[src/rtl/line_rasterizer.sv]
// Bresenham line rasterizer: accepts one segment via valid/ready and streams
// each pixel coordinate (with the segment colour) one per cycle under backpressure.
module line_rasterizer #(
  parameter int H_WIDTH = 11,
  parameter int V_WIDTH = 10,
  parameter int COLOR_W = 24
) (
  input  logic               clk_in,
  input  logic               rst_in,
  input  logic               start_valid_in,
  output logic               start_ready_out,
  input  logic [H_WIDTH-1:0] x0_in,
  input  logic [V_WIDTH-1:0] y0_in,
  input  logic [H_WIDTH-1:0] x1_in,
  input  logic [V_WIDTH-1:0] y1_in,
  input  logic [COLOR_W-1:0] color_in,
  output logic               pix_valid_out,
  input  logic               pix_ready_in,
  output logic [H_WIDTH-1:0] pix_x_out,
  output logic [V_WIDTH-1:0] pix_y_out,
  output logic [COLOR_W-1:0] pix_color_out,
  output logic               pix_last_out,
  output logic               done_out
);

  localparam int ERR_W = ((H_WIDTH > V_WIDTH) ? H_WIDTH : V_WIDTH) + 3;

  localparam logic [1:0] IDLE  = 2'd0;
  localparam logic [1:0] SETUP = 2'd1;
  localparam logic [1:0] DRAW  = 2'd2;

  logic [1:0]               state_q, state_d;
  logic [H_WIDTH-1:0]       curX_q, curX_d, endX_q, endX_d;
  logic [V_WIDTH-1:0]       curY_q, curY_d, endY_q, endY_d;
  logic [COLOR_W-1:0]       color_q, color_d;
  logic signed [ERR_W-1:0]  dx_q, dx_d, dy_q, dy_d, err_q, err_d;
  logic                     sxNeg_q, sxNeg_d, syNeg_q, syNeg_d;
  logic                     valid_q, valid_d, done_q, done_d;

  // Endpoints are zero-extended into the signed error width before subtracting.
  logic signed [ERR_W-1:0]  x0W, x1W, y0W, y1W, xDiff, yDiff, dxAbs, dyAbs, e2;
  logic                     isLast, handshake;

  assign x0W   = $signed({{(ERR_W-H_WIDTH){1'b0}}, x0_in});
  assign x1W   = $signed({{(ERR_W-H_WIDTH){1'b0}}, x1_in});
  assign y0W   = $signed({{(ERR_W-V_WIDTH){1'b0}}, y0_in});
  assign y1W   = $signed({{(ERR_W-V_WIDTH){1'b0}}, y1_in});
  assign xDiff = x1W - x0W;
  assign yDiff = y1W - y0W;
  assign dxAbs = (xDiff < 0) ? -xDiff : xDiff;
  assign dyAbs = (yDiff < 0) ? -yDiff : yDiff;
  assign e2    = err_q + err_q;

  assign isLast    = (curX_q == endX_q) && (curY_q == endY_q);
  assign handshake = valid_q && pix_ready_in;

  always_comb begin
    state_d = state_q;
    curX_d  = curX_q;
    curY_d  = curY_q;
    endX_d  = endX_q;
    endY_d  = endY_q;
    color_d = color_q;
    dx_d    = dx_q;
    dy_d    = dy_q;
    err_d   = err_q;
    sxNeg_d = sxNeg_q;
    syNeg_d = syNeg_q;
    valid_d = valid_q;
    done_d  = 1'b0;
    case (state_q)
      IDLE: begin
        if (start_valid_in) begin
          curX_d  = x0_in;
          curY_d  = y0_in;
          endX_d  = x1_in;
          endY_d  = y1_in;
          color_d = color_in;
          dx_d    = dxAbs;
          dy_d    = -dyAbs;
          sxNeg_d = (xDiff < 0);
          syNeg_d = (yDiff < 0);
          state_d = SETUP;
        end
      end
      SETUP: begin
        err_d   = dx_q + dy_q;
        valid_d = 1'b1;
        state_d = DRAW;
      end
      DRAW: begin
        if (handshake) begin
          if (isLast) begin
            valid_d = 1'b0;
            done_d  = 1'b1;
            state_d = IDLE;
          end else begin
            // Both axis decisions use the pre-step e2, so a diagonal step is one cycle.
            if (e2 >= dy_q) begin
              err_d  = err_d + dy_q;
              curX_d = sxNeg_q ? curX_q - H_WIDTH'(1) : curX_q + H_WIDTH'(1);
            end
            if (e2 <= dx_q) begin
              err_d  = err_d + dx_q;
              curY_d = syNeg_q ? curY_q - V_WIDTH'(1) : curY_q + V_WIDTH'(1);
            end
          end
        end
      end
      default: begin
        valid_d = 1'b0;
        state_d = IDLE;
      end
    endcase
  end

  always_ff @(posedge clk_in) begin
    if (!rst_in) begin
      state_q <= IDLE;
      curX_q  <= '0;
      curY_q  <= '0;
      endX_q  <= '0;
      endY_q  <= '0;
      color_q <= '0;
      dx_q    <= '0;
      dy_q    <= '0;
      err_q   <= '0;
      sxNeg_q <= 1'b0;
      syNeg_q <= 1'b0;
      valid_q <= 1'b0;
      done_q  <= 1'b0;
    end else begin
      state_q <= state_d;
      curX_q  <= curX_d;
      curY_q  <= curY_d;
      endX_q  <= endX_d;
      endY_q  <= endY_d;
      color_q <= color_d;
      dx_q    <= dx_d;
      dy_q    <= dy_d;
      err_q   <= err_d;
      sxNeg_q <= sxNeg_d;
      syNeg_q <= syNeg_d;
      valid_q <= valid_d;
      done_q  <= done_d;
    end
  end

  assign start_ready_out = (state_q == IDLE);
  assign pix_valid_out   = valid_q;
  assign pix_x_out       = curX_q;
  assign pix_y_out       = curY_q;
  assign pix_color_out   = color_q;
  assign pix_last_out    = valid_q && isLast;
  assign done_out        = done_q;

endmodule

[config.mk]
export PLATFORM = sky130hd
export DESIGN_NAME = line_rasterizer
export DESIGN_NICKNAME = d
export VERILOG_FILES = /design/src/rtl/line_rasterizer.sv
export SDC_FILE = /design/constraint.sdc
export NUM_CORES = 1
export LEC_CHECK = 0
export CORE_UTILIZATION = 30
export DETAILED_ROUTE_END_ITERATION = 16
export RECOVER_POWER = 100
export SYNTH_ARGS = -nofsm -noshare
export SYNTH_HDL_FRONTEND = slang
export SYNTH_SLANG_ARGS = --single-unit
[constraint.sdc]
create_clock -name clk_in -period 6.8 [get_ports clk_in]
set_clock_uncertainty 0.15 [all_clocks]
set_input_delay 1.36 -clock clk_in [delete_from_list [all_inputs] [get_ports clk_in]]
set_output_delay 1.36 -clock clk_in [all_outputs]
set_load 0.01 [all_outputs]
==> results_dict.tcl <==
set metrics [dict create \
    cts_root_buffer "clkbuf_16" \
    grt_pass1_wl_um 45200 \
    detail_route.wl_per_cell_um 16.4 \
    area_growth_pct 22.4 \
    drtIter0Drc 433 \
    rsz0062_at_grt "false" \
    grt.overflow.total 0 \
    slowest_stage "inv_1" \
    clkTransAtPathRegs_ns 0.05 \
    layout.cells.most_common "nand2_1" \
    path_common_cell "clkbuf_1" \
    cp.arrival_ns 5.72 \
    setup_viol 0 \
    syn_inst 1218 \
    drive_above_1_share 0.0498 \
    syn_avg_cell_area_um2 7.70 \
    antenna-diode-count 0 \
    crit_fanout 60 \
    ys.flop_type "dfxtp_1" \
    violations "capacitance limit, slew limit" \
    antenna_found_initial 0 \
    postCtsSetupBuffers 0 \
    synth-edff-count 0 \
    nets 1496 \
    io_buffer_count 118 \
    cp-start-kind "input pin" \
    ctsLongestPathBuffers 2 \
    drc 0 \
    cts-hold-fix-buffers 0 \
    clk_latency_ns 0.43 \
    synth_fp_nets 1398 \
    die_w_um 179 \
    run_status "finished with violations" \
    dp_hpwl_um 21100 \
    cap_viol_max_count 4 \
    relSlewSlack -1.22 \
    yosysWarnings 0 \
    place_area_mm2 0.0109 \
    leakagePower_nw 4.92 \
    rows 64 \
    cts_buffers 17 \
    worst_pin_slew_ns 3.33 \
    hold_viol 0 \
    syn_area_mm2 0.00937 \
    ir_drop_mv 0.180 \
    ys_ff_latch 113 \
    design_area_mm2 0.0115 \
    routed_wl_um 28200 \
    period_share 0.842 \
    grt_usage 0.179 \
    fin_setup_tns_ns 0 \
    crit_path_end_kind "register" \
    htreeDepth 4 \
    post-route-util 0.374 \
    slew_viol_final 200 \
    firstDrtPassIters 5 \
    mostFrequentLayoutCells "nand2_1, a21oi_1, dfxtp_1, ha_1, nor2_1" \
    power_density_mw_per_mm2 241 \
    synth.distinct_cells 84 \
    initial_core_util 0.306 \
    min_period_ns 5.73 \
    cts_tree "yes" \
    critPathMaxStageDelay_ns 1.81 \
    criticalPathCategory "input pin to register" \
    ctsResizeCount 0 \
    async_flop_share 0 \
    io_pins 119 \
    post_drt_via_cell_ratio 5.25 \
    path_cells "dlygate4sd3_1 > clkbuf_1 > inv_1 > clkbuf_1 > a211oi_1" \
    grt_pass1_vias 8742 \
    die_y_um 179 \
    grt_max_degree 91 \
    ys_seq_area_frac 0.241 \
    crit_required_ns 6.79 \
    vias 9034 \
    gp_congestion 0.866 \
    die_area_mm2 0.0320 \
    core_area_mm2 0.0307 \
    fillers 3155 \
    clock-sinks 113 \
    final_antenna_net_count 0 \
    fmax_mhz 175 \
    hold_class "register to register" \
]
-- power breakdown --
group | total [W] | internal, W | leakage [nW] | switching (W)
combinational | 0.00106 | 0.000463 | 3.71 | 0.000592
sequential | 0.000802 | 0.000724 | 0.930 | 0.0000787
clock | 0.000906 | 0.000586 | 0.285 | 0.000320
-- metrics by stage --
| stage | hold slack, ns | power, W | setup WS, ns | cells |
|---|---|---|---|---|
| global route | 0.323 | 0.00294 | 0.529 | 1722 |
| finish | 0.299 | 0.00276 | 1.07 | 1722 |
| global placement | 0.290 | 0.00186 | 1.65 | 1693 |
| floorplan | 0.280 | 0.00156 | 1.81 | 1218 |
| CTS | 0.303 | 0.00279 | 1.43 | 1722 |
| detailed placement | 0.295 | 0.00187 | 1.46 | 1693 |
-- kinds of logic (layout without fill, tap and decap cells) --
group | count (synthesis) | after routing | synth area share
buffers and inverters | 139 | 247 | 0.0582
AOI/OAI and AO/OA | 350 | 350 | 0.240
and+or+nand+nor | 392 | 392 | 0.195
xor gates and xnor gates | 89 | 89 | 0.0848
muxes | 25 | 25 | 0.0284
adders and majority gates | 110 | 110 | 0.152
DFF | 113 | 113 | 0.241
-- area by class of cell --
type                    instances  area, µm²  share of cell area
multi-input cells             966       6570               0.573
flip-flops and latches        113       2260               0.197
repair buffers                127       1230               0.107
well taps                     396        495              0.0432
clock buffers                  22        464              0.0405
inverters                      91        342              0.0298
clock inverters                 7        110             0.00960
-- flip-flops by register name (all words and copies together) (netlist names) --
| signal | flops |
|---|---|
| dy_q | 14 |
| pix_valid_out | 1 |
| state_q | 2 |
| pix_y_out | 10 |
| pix_x_out | 11 |
| syNeg_q | 1 |
| done_out | 1 |
| sxNeg_q | 1 |
| endX_q | 11 |
| dx_q | 14 |
| err_q | 13 |
| endY_q | 10 |
| pix_color_out | 24 |
-- worst max-delay path: cells and delay by family --
kind            cells  cell delay (ns)
compound gates      1             0.07
buf+inv             4             4.26
-- synthesized netlist by cell type (all sizes together), types with 25 or more instances --
cell type  count  share of area
dfxtp        113           0.24
nor2          92          0.037
nor3          25          0.013
clkbuf        40          0.016
a21oi        117          0.063
xor2          37          0.035
a211oi        34          0.028
o21ai         66          0.035
inv           90          0.036
xnor2         52          0.049
ha           103           0.14
nand2        157          0.063
-- layer usage --
layer	GRT usage	vias to the layer above	wire length, µm
met5	0	-	0
met4	0.0636	0	729
met3	0.0312	44	975
met2	0.305	184	13600
met1	0.226	4255	12900
li1	-	4551	-
-- worst paths after layout --
path                                        from               end  slack [ns]  cells after the start
worst max register to register           dy_q[3]         err_q[12]        1.08                     17
worst min-delay path            pix_color_out[7]  pix_color_out[7]        0.30                      2
worst min register to register  pix_color_out[7]  pix_color_out[7]        0.30                      2
worst max-delay path                      rst_in           dx_q[6]        1.07                      5
(Power assumes the default switching activity.)
